File: src/rtl/bus_pkg.sv
// Shared definitions for the priority bus path: default widths and the
// grant sequencer state encoding.
package bus_pkg;

   localparam int unsigned DATA_W_DEF  = 8;
   localparam int unsigned NUM_REQ_DEF = 4;
   localparam int unsigned SEL_W_DEF   = 2;

   typedef enum logic [1:0] {
      ST_IDLE    = 2'd0,
      ST_SEND    = 2'd1,
      ST_RELEASE = 2'd2
   } state_t;

endpackage

File: src/rtl/bus_hold_timer.sv
// Counts consecutive ready-less SEND cycles; expired flags the tick that
// completes the HOLD_MAX-th such cycle.
module bus_hold_timer #(
   parameter int unsigned HOLD_MAX = 15
) (
   input  logic clk,
   input  logic rst,
   input  logic clear,
   input  logic tick,
   output logic expired
);

   localparam int unsigned W = (HOLD_MAX > 1) ? $clog2(HOLD_MAX) : 1;

   logic [W-1:0] wait_cnt;

   always_ff @(posedge clk or posedge rst) begin
      if (rst) begin
         wait_cnt <= '0;
      end else if (clear) begin
         wait_cnt <= '0;
      end else if (tick) begin
         wait_cnt <= wait_cnt + W'(1);
      end
   end

   assign expired = tick && (wait_cnt == W'(HOLD_MAX - 1));

endmodule

File: src/rtl/bus_grant_sequencer.sv
// Registered grant/handshake stage behind priority_bus_mux: captures the
// winner, presents it on valid/ready, grants it, and inserts a turnaround gap.
module bus_grant_sequencer
   import bus_pkg::*;
#(
   parameter int unsigned DATA_W   = DATA_W_DEF,
   parameter int unsigned NUM_REQ  = NUM_REQ_DEF,
   parameter int unsigned SEL_W    = SEL_W_DEF,
   parameter int unsigned HOLD_MAX = 15,
   parameter int unsigned CNT_W    = 16
) (
   input  logic              clk,
   input  logic              rst,
   input  logic [NUM_REQ-1:0] req,
   input  logic [SEL_W-1:0]  mux_sel,
   input  logic [DATA_W-1:0] mux_data,
   input  logic              out_ready,
   output logic              out_valid,
   output logic [DATA_W-1:0] out_data,
   output logic [SEL_W-1:0]  out_src,
   output logic [NUM_REQ-1:0] grant,
   output logic              busy,
   output logic              timeout,
   output logic [CNT_W-1:0]  xfer_count
);

   state_t              state, state_n;
   logic                out_valid_n;
   logic [DATA_W-1:0]   out_data_n;
   logic [SEL_W-1:0]    out_src_n;
   logic [NUM_REQ-1:0]  grant_n;
   logic                busy_n;
   logic                timeout_n;
   logic [CNT_W-1:0]    xfer_count_n;
   logic                hold_tick;
   logic                hold_clear;
   logic                hold_expired;

   assign hold_tick  = (state == ST_SEND) && !out_ready;
   assign hold_clear = (state != ST_SEND);

   bus_hold_timer #(
      .HOLD_MAX (HOLD_MAX)
   ) u_hold_timer (
      .clk     (clk),
      .rst     (rst),
      .clear   (hold_clear),
      .tick    (hold_tick),
      .expired (hold_expired)
   );

   always_ff @(posedge clk or posedge rst) begin
      if (rst) begin
         state      <= ST_IDLE;
         out_valid  <= 1'b0;
         out_data   <= '0;
         out_src    <= '0;
         grant      <= '0;
         busy       <= 1'b0;
         timeout    <= 1'b0;
         xfer_count <= '0;
      end else begin
         state      <= state_n;
         out_valid  <= out_valid_n;
         out_data   <= out_data_n;
         out_src    <= out_src_n;
         grant      <= grant_n;
         busy       <= busy_n;
         timeout    <= timeout_n;
         xfer_count <= xfer_count_n;
      end
   end

   // Next-state logic computes the next value of every output so all ports
   // come straight from flops.
   always_comb begin
      state_n      = state;
      out_valid_n  = out_valid;
      out_data_n   = out_data;
      out_src_n    = out_src;
      grant_n      = grant;
      busy_n       = busy;
      timeout_n    = 1'b0;
      xfer_count_n = xfer_count;
      case (state)
         ST_IDLE: begin
            busy_n = 1'b0;
            if (|req) begin
               state_n     = ST_SEND;
               out_valid_n = 1'b1;
               out_data_n  = mux_data;
               out_src_n   = mux_sel;
               grant_n     = NUM_REQ'(1) << mux_sel;
               busy_n      = 1'b1;
            end
         end
         ST_SEND: begin
            // Accept takes precedence: the timer only ticks while ready is low.
            if (out_ready) begin
               state_n      = ST_RELEASE;
               out_valid_n  = 1'b0;
               grant_n      = '0;
               xfer_count_n = xfer_count + CNT_W'(1);
            end else if (hold_expired) begin
               state_n     = ST_RELEASE;
               out_valid_n = 1'b0;
               grant_n     = '0;
               timeout_n   = 1'b1;
            end
         end
         ST_RELEASE: begin
            state_n     = ST_IDLE;
            out_valid_n = 1'b0;
            grant_n     = '0;
            busy_n      = 1'b0;
         end
         default: begin
            state_n     = ST_IDLE;
            out_valid_n = 1'b0;
            grant_n     = '0;
            busy_n      = 1'b0;
         end
      endcase
   end

endmodule

File: config.mk
export PLATFORM = sky130hd
export DESIGN_NAME = bus_grant_sequencer
export DESIGN_NICKNAME = d
export VERILOG_FILES = /design/src/rtl/bus_pkg.sv /design/src/rtl/bus_hold_timer.sv /design/src/rtl/bus_grant_sequencer.sv
export SDC_FILE = /design/constraint.sdc
export NUM_CORES = 1
export LEC_CHECK = 0
export ABC_AREA = 1
export BUFFER_PORTS_ARGS = -buffer_cell sky130_fd_sc_hd__buf_4
export CAP_MARGIN = 20
export CORE_MARGIN = 10
export CORE_UTILIZATION = 46
export CTS_BUF_LIST = sky130_fd_sc_hd__clkbuf_4 sky130_fd_sc_hd__clkbuf_8 sky130_fd_sc_hd__clkbuf_16
export DETAILED_ROUTE_END_ITERATION = 6
export PLACE_DENSITY = 0.73
export SLEW_MARGIN = 10
export SYNTH_ARGS = -nofsm -noshare
export SYNTH_HDL_FRONTEND = slang
export SYNTH_HIERARCHICAL = 1
export SYNTH_SLANG_ARGS = --single-unit
File: constraint.sdc
create_clock -name clk -period 1.7 [get_ports clk]
set_clock_uncertainty 0.1 [all_clocks]
set_input_delay 0.085 -clock clk [delete_from_list [all_inputs] [get_ports clk]]
set_output_delay 0.085 -clock clk [all_outputs]
set_load 0.1 [all_outputs]
==> metrics.cfg, run 1 <==
[floorplan]
die_x_um=82.2
rows=22
die_area_um2=6760
io-pin-count=50
coreArea_um2=3720
initial_core_util_pct=47.9
die_h_um=82.2

[route]
firstDrtPassIters=4
routed_wl_um=4170
routed-via-count=1563
ant_nets=0
vias_per_cell=4.79
drtIter0Drc=83
post-route-drc-count=0
post_drt_wl_per_cell_um=12.8

[critical_path]
r2r-start=state[1]
crit_arrival_ns=1.56
start_kind=flip-flop
worstPathMaxFanout=6
path_class=reg -> reg
required_ns=1.77
cp-end-kind=flip-flop
rr_worst_depth=10
r2r_slack_ns=0.21
r2r-end=grant[0]

[clock_tree]
clock-sinks=38
cts_root_buf=clkbuf_8
clk_latency_ns=0.29
cts.path.max_buffers=2
tritoncts=done
numCtsBuffers=5
cts_setup_buffers=0
cts.clk_slew.worst_paths_ns=0.07
cts_htree_levels=2

[synth]
synthDistinctLibCells=20
syn_avg_cell_area_um2=8.61
ys_seq_area_share_pct=53.4
synth_nets=227
syn-cell-area_um2=1780
synth-seq-cells=38
syn_inst=207
yosys_warnings=6

[power_and_ir_drop]
p_per_area_nw_per_um2=1910
power.leakage_nw=1.27
total_power_mw=4.71
ir_drop_mv=1.65

[flow_run]
max_cap_violations=0

[cells_and_area]
area_growth_pct=38.4
diodes=0
final_core_util_pct=66.4
drive_gt1_share_pct=30.9
instances_no_fill=326
final_common_cell=nand2_1
layout_common_cells=73 x nand2_1, 52 x buf_4, 24 x dfrtp_1
final_nets=297

[timing]
setup-violations-final=0
max_clock_freq_mhz=672
maxSlewViolCount=0
tightestPinTransition_ns=0.414
maxSlewHeadroom_pct=72.4
hold_viol_final=0
timing.final.crit_share_pct=87.6
fin_setup_tns_ns=0
fin_crit_ns=1.49
rsz0062_at_grt=no

[global_routing]
grt_pass1_vias=1516
grt_pass1_wl_um=6890
grt_max_degree=35
grt_usage_pct=13.1
antenna_found_initial=0
grt_overflow=0

[place]
dp.cells=306
gp_congestion=0.790
dpl.hpwl_um=3160
port_buffers=49

[min_path]
hp-class=in -> async

[outcome]
status=finished clean

[repair_timing]
action	in CTS	in global routing
hold endpoints to repair	52	0
endpoints found under the setup margin	0	4
resized for setup	0	1
hold buffers	12	0
[cell usage after synthesis, drive strengths merged]
library cell	count	area share, %
nand2	76	16
dfrtp	38	53
nor2	22	6.2
inv	21	4.4
nand3	17	5.8
xor2	7	3.4
nor3	5	1.4
nand3b	4	1.7
o21ai	4	1.1
ha	3	2.1
xnor2	3	1.5
a21oi	2	0.56
nand4	2	0.70
o31ai	2	0.84
buf	1	0.63
[metrics by stage]
step                      setup WS (ns)  area [um^2]  hold WS [ns]
final                             0.212         2470         0.153
after CTS                         0.149         2470         0.132
after global placement            0.250         2250        -0.103
after floorplan                  0.0148         1810        -0.249
after global routing             0.0144         2470         0.161
after detailed placement          0.150         2250        -0.104
[critical path, cell delays in order, from the launching register on]
cell and delay [ns]:
dfrtp_1 0.40, inv_2 0.10, nand2_2 0.11, nor2_2 0.12, nand2_1 0.06, nor2_1 0.08
inv_1 0.05, nand2_1 0.07, nand2_1 0.12, nand2_1 0.09, o31ai_1 0.06
[routing by layer]
metal  vias to the layer above  part of all wire (%)  track usage (%)
met1                       733                    42             15.2
met2                        41                    49             21.5
met3                         5                   7.7             4.97
met5                         -                     0                0
li1                        784                     -                -
met4                         0                   1.4             5.27
[cell families (layout without fill, tap and decap cells)]
| logic type | Yosys count | in the layout | share of synthesized area, % |
|---|---|---|---|
| fa+ha+maj | 3 | 3 | 2.11 |
| flops | 38 | 38 | 53.4 |
| xor+xnor | 10 | 10 | 4.92 |
| simple gates | 126 | 126 | 32.0 |
| compound gates | 8 | 8 | 2.53 |
| buf+inv | 22 | 93 | 5.06 |
[flip-flops by register name, summed over array words and instances, names as in the netlist]
name,flops
xfer_count,16
out_data,8
grant,4
u_hold_timer/wait_cnt,4
out_src,2
state,2
busy,1
timeout,1
[layout make-up]
cell class,instances,area (um^2)
Multi-Input combinational cell,147,746
Timing Repair Buffer,64,510
Tap cell,48,60.1
Sequential cell,38,976
Inverter,21,78.8
Fill cell,324,1250
Clock buffer,6,82.6
Clock inverter,2,12.5
[worst max path at each step]
stage                     to  depth (start not counted)      from  slack (ns)
floorplan           grant[0]                          9  state[0]        0.01
global placement    grant[1]                         10  state[1]        0.25
detailed placement  grant[0]                         10  state[1]        0.15
CTS                 grant[0]                         10  state[1]        0.15
global route        grant[0]                         10  state[1]        0.01
finish              grant[0]                         10  state[1]        0.21
[power breakdown]
group	total, mW	internal, mW	leakage (nW)	switching [mW]
clock	0.641	0.326	0.0472	0.315
combinational	2.70	0.551	0.755	2.15
sequential	1.38	1.18	0.469	0.199
(Power assumes the default switching activity.)
==> inputs of run 2 (changes only) <==
Settings changed: BUFFER_PORTS_ARGS -buffer_cell sky130_fd_sc_hd__buf_4 to not set, CORE_UTILIZATION 46 to 50, DONT_BUFFER_PORTS set to 1, PLACE_DENSITY 0.73 to 0.66.
==> metrics.cfg, run 2 (synthesis gave the netlist of run 1 again) <==
[outcome]
status=finished clean

[floorplan]
coreArea_um2=3390  ; -8.8%
die_area_um2=6350  ; -6.1%
die_x_um=79.7  ; -3.1%
initial_core_util_pct=52.6  ; +4.6 points
die_h_um=79.7  ; -3.1%
io-pin-count=50  ; unchanged
rows=21  ; -4.5%

[timing]
max_clock_freq_mhz=646  ; -3.8%
finalWorstSetupSlack_ns=0.152  ; -0.0593 ns
maxSlewHeadroom_pct=71.8  ; -0.64 points
tightestPinTransition_ns=0.423  ; +0.00960 ns
hold_viol_final=0  ; unchanged
whs_ns=0.0196  ; -0.133 ns
rsz0062_at_grt=no
fin_setup_tns_ns=0  ; unchanged
setup-violations-final=0  ; unchanged
timing.final.crit_share_pct=91.0  ; +3.5 points
maxSlewViolCount=0  ; unchanged
fin_crit_ns=1.55  ; +0.0593 ns

[clock_tree]
cts.clk_slew.worst_paths_ns=0.11  ; +0.04 ns
clk_latency_ns=0.34  ; +0.05 ns
cts_htree_levels=2  ; unchanged
tritoncts=done
cts_root_buf=clkbuf_4
cts.path.max_buffers=2  ; unchanged
clock-sinks=38  ; unchanged
numCtsBuffers=5  ; unchanged
cts_setup_buffers=0  ; unchanged

[critical_path]
path_class=reg -> reg
worstPathMaxFanout=6  ; unchanged
r2r_slack_ns=0.15  ; -0.06 ns
start_kind=flip-flop
rr_worst_depth=10  ; unchanged
crit_arrival_ns=1.67  ; +0.11 ns
r2r-start=state[1]
required_ns=1.83  ; +0.06 ns
r2r-end=grant[1]
startpoint=state[1]
cp-end-kind=flip-flop
cp-endpoint=grant[1]

[cells_and_area]
reg_top3=xfer_count (16), out_data (8)
final_nets=282  ; -5.1%
final_core_util_pct=68.5  ; +2.1 points
final_common_cell=nand2_1
diodes=0  ; unchanged
layout_common_cells=73 x nand2_1, 36 x buf_4, 24 x dfrtp_1
drive_gt1_share_pct=26.6  ; -4.3 points
top_register=xfer_count
largest_reg_flops=16  ; unchanged
instances_no_fill=309  ; -5.2%
area_growth_pct=30.3

[power_and_ir_drop]
p_per_area_nw_per_um2=1970  ; +2.8%
ir_drop_mv=1.25  ; -24%
power.leakage_nw=1.19  ; -6.4%

[place]
gp_congestion=0.843  ; +6.7%
dp.cells=288  ; -5.9%
dpl.hpwl_um=3060  ; -3.4%
place_ws_ns=0.101  ; -0.0488 ns
port_buffers=0  ; -100%

[route]
vias_per_cell=4.91  ; +2.3%
post-route-drc-count=0  ; unchanged
post_drt_wl_per_cell_um=13.2  ; +3.3%
routed-via-count=1516  ; -3.0%
firstDrtPassIters=4  ; unchanged
drtIter0Drc=84  ; +1.2%
ant_nets=0  ; unchanged
routed_wl_um=4080  ; -2.1%

[global_routing]
antenna_found_initial=0  ; unchanged
grt_pass1_vias=1616  ; +6.6%
grt_max_degree=35  ; unchanged
grt_overflow=0  ; unchanged
grt_pass1_wl_um=7130  ; +3.5%
grt_usage_pct=14.0  ; +0.83 points

[flow_run]
max_cap_violations=0  ; unchanged

[min_path]
hp-class=in -> reg

## run 2: changes by cell type in the layout (fill, tap and decap cells not counted)
cell	change
buf_4	-16
clkbuf_4	+6
dlygate4sd3_1	+1
clkbuf_8	-5
clkinvlp_4	-1
## run 2: routing by layer
metal | up-vias | global-route usage (%) | part of all wire, %
met3 | 2 | 5.97 | 8.5
met2 | 46 | 24.2 | 51
met4 | 0 | 6.27 | 0.34
met1 | 710 | 14.2 | 40
li1 | 758 | - | -
met5 | - | 0 | 0
## run 2: worst min path at each step
stage               startpoint                       end  slack (ns)  cells after the start
global placement           rst  u_hold_timer/wait_cnt[2]       -0.24                      1
detailed placement         rst  u_hold_timer/wait_cnt[3]       -0.22                      1
global route            req[0]                  state[1]        0.02                      4
CTS                     req[2]                  state[1]       0.004                      4
floorplan                  rst  u_hold_timer/wait_cnt[0]       -0.25                      1
finish                  req[2]                  state[1]        0.02                      4
## run 2: stage by stage
stage	cell area, um^2	total power, mW
after CTS	2320	4.60
after global placement	2130	4.01
final	2320	4.56
after floorplan	1810	3.50
after global routing	2320	4.81
after detailed placement	2130	4.06
## run 2: report_power, final
part           total, mW  internal [mW]  switching, mW
Clock              0.503          0.217          0.286
Combinational       2.69          0.530           2.16
Sequential          1.37           1.18          0.191
Total               4.56           1.92           2.64
## run 2: worst max-delay path, stage by stage, from the launching register on
cell	delay, ns
dfrtp_1	0.42
inv_2	0.10
nand2_2	0.11
nor2_2	0.13
nand2_1	0.06
nor2_1	0.09
inv_1	0.06
nand2_1	0.08
nand2_1	0.12
nand2_1	0.10
o31ai_1	0.07
## run 2: final cells by class
type | instances | area (um^2)
Timing Repair Buffer | 49 | 400
Inverter | 21 | 78.8
Fill cell | 256 | 1070
Tap cell | 46 | 57.6
Clock buffer | 7 | 58.8
Sequential cell | 38 | 976
Clock inverter | 1 | 5.00
Multi-Input combinational cell | 147 | 746
## run 2: repair_timing
action,4_1_cts,5_1_grt
gates resized for setup,0,1
setup endpoints to repair,0,2
hold endpoints to repair,63,0
hold buffers,13,0
==> inputs of run 3 (changes only) <==
Settings changed: CORE_UTILIZATION 50 to 55, PLACE_DENSITY 0.66 to 0.71.
==> metrics.cfg, run 3 (synthesis gave the netlist of run 1 again) <==
[cells_and_area]
layout_common_cells=72 x nand2_1, 36 x buf_4, 24 x dfrtp_1
final_common_cell=nand2_1
multi_input_area_um2=748  ; +0.34%
largest_reg_flops=16  ; unchanged
fill_cells=228  ; -11%
area_growth_pct=30.1
reg_top3=xfer_count (16), out_data (8)
diodes=0  ; unchanged
top_register=xfer_count
regArea_um2=976  ; unchanged
final_nets=282  ; unchanged
drive_gt1_share_pct=26.7  ; +0.10 points
instances_no_fill=306  ; -0.97%

[critical_path]
cp-end-kind=flip-flop
timing.critical_path.max_delay_family=flip-flops
path_buf_inv=2  ; unchanged
crit_arrival_ns=1.58  ; -0.09 ns
path_class=reg -> reg
r2r-start=u_hold_timer/wait_cnt[0]
worstPathMaxFanout=5  ; -1
cpMostUsedCell=nand2_1
slowest_stage=dfrtp_1
crit_chain=inv_1 -> ha_1 -> nand2_1 -> nor2_1 -> inv_1 -> nand2_1 -> nand2_2 -> nand2_1 -> o31ai_1
r2r_slack_ns=0.23  ; +0.08 ns
rr_worst_depth=9  ; -1
required_ns=1.81  ; -0.02 ns
start_kind=flip-flop
max_stage_delay_ns=0.41  ; about the same
r2r-end=grant[1]

[floorplan]
io-pin-count=50  ; unchanged
die_area_um2=5920  ; -6.9%
die_h_um=76.9  ; -3.5%
die_x_um=76.9  ; -3.5%
rows=20  ; -4.8%
coreArea_um2=3080  ; -9.2%
initial_core_util_pct=57.9  ; +5.3 points

[power_and_ir_drop]
total_power_mw=4.57  ; about the same
p_per_area_nw_per_um2=1970  ; +0.26%
power.leakage_nw=1.19  ; -0.36%
ir_drop_mv=1.33  ; +6.0%

[clock_tree]
clk_latency_ns=0.35  ; about the same
cts.clk_slew.worst_paths_ns=0.11  ; about the same
cts_root_buf=clkbuf_4
cts_htree_levels=2  ; unchanged
tritoncts=done
clock-sinks=38  ; unchanged
numCtsBuffers=5  ; unchanged
cts.path.max_buffers=2  ; unchanged

[timing]
tightestPinTransition_ns=0.413  ; -0.00998 ns
finalWorstSetupSlack_ns=0.234  ; +0.0821 ns
fin_crit_ns=1.47  ; -0.0821 ns
fin_setup_tns_ns=0  ; unchanged
max_clock_freq_mhz=682  ; +5.6%
setup-violations-final=0  ; unchanged
hold_viol_final=2  ; +2
maxSlewHeadroom_pct=72.4  ; +0.67 points
rsz0062_at_grt=no
maxSlewViolCount=0  ; unchanged
timing.final.crit_share_pct=86.2  ; -4.8 points
whs_ns=-0.00688  ; -0.0265 ns

[flow_run]
max_cap_violations=0  ; unchanged

[global_routing]
grt_overflow=0  ; unchanged
antenna_found_initial=0  ; unchanged
grt_max_degree=35  ; unchanged
grt_pass1_wl_um=7380  ; +3.5%
grt_usage_pct=14.9  ; +0.93 points
grt_pass1_vias=1631  ; +0.93%

[route]
post-route-drc-count=0  ; unchanged
ant_nets=0  ; unchanged
firstDrtPassIters=4  ; unchanged
post_drt_wl_per_cell_um=13.4  ; +1.5%
routed-via-count=1510  ; -0.40%
routed_wl_um=4100  ; +0.47%
vias_per_cell=4.93  ; +0.58%
drtIter0Drc=77  ; -8.3%

[outcome]
violations=negative hold slack
status=complete, but fails checks

[min_path]
hp-start=req[2]
worstHoldPathCells=4  ; unchanged
hp-class=in -> reg
holdPathEnd=state[1]

[place]
port_buffers=0  ; unchanged
place_ws_ns=0.193  ; +0.0924 ns
dp.cells=286  ; -0.69%
dpl.hpwl_um=3040  ; -0.44%
gp_congestion=0.864  ; +2.5%

run 3: changes by cell type in the layout (fill, tap and decap cells not counted), sizes merged:
cell / before / now
clkinv: 1 / 0
run 3: power breakdown:
part | total (mW) | switching [mW] | internal (mW)
clock network | 0.492 | 0.281 | 0.211
logic | 2.70 | 2.16 | 0.535
registers | 1.38 | 0.200 | 1.18
run 3: layout make-up:
type | instances | area share (%)
Tap cell | 44 | 2.38
Clock buffer | 7 | 2.54
Inverter | 21 | 3.40
Sequential cell | 38 | 42.1
Timing Repair Buffer | 49 | 17.3
Multi-Input combinational cell | 147 | 32.3
run 3: through the flow:
stage	area (um^2)	utilization, %	hold slack, ns
floorplan	1810	-	-0.249
global placement	2130	69.1	-0.240
detailed placement	2130	69.1	-0.231
CTS	2310	75.2	0.00551
global route	2320	75.3	0.0153
finish	2320	75.3	-0.00688
run 3: how the worst max path moves through the flow:
stage | endpoint | cells past startpoint | from
floorplan | grant[0] | 9 | state[0]
global placement | grant[0] | 10 | state[1]
detailed placement | grant[1] | 10 | state[1]
CTS | grant[1] | 10 | state[1]
global route | grant[1] | 10 | state[1]
finish | grant[1] | 9 | u_hold_timer/wait_cnt[0]
run 3: layer usage:
metal | share of wire (%) | track usage [%] | routed length (um) | vias up
li1 | - | - | - | 757
met1 | 42 | 16.2 | 1730 | 696
met2 | 48 | 25.1 | 1970 | 45
met3 | 7.6 | 5.94 | 313 | 12
met4 | 2.1 | 6.13 | 85 | 0
met5 | 0 | 0 | 0 | -
run 3: tightest hold or removal path: cells and delay by family:
kind | cells | cell delay, ns
simple gates | 4 | 0.30
run 3: what timing repair did:
| item | in CTS | in global routing |
|---|---|---|
| endpoints found under the setup margin | 0 | 4 |
| gates resized for setup | 0 | 2 |
| hold buffers | 13 | 0 |
| setup buffers | 0 | 0 |
| hold endpoints to repair | 62 | 0 |
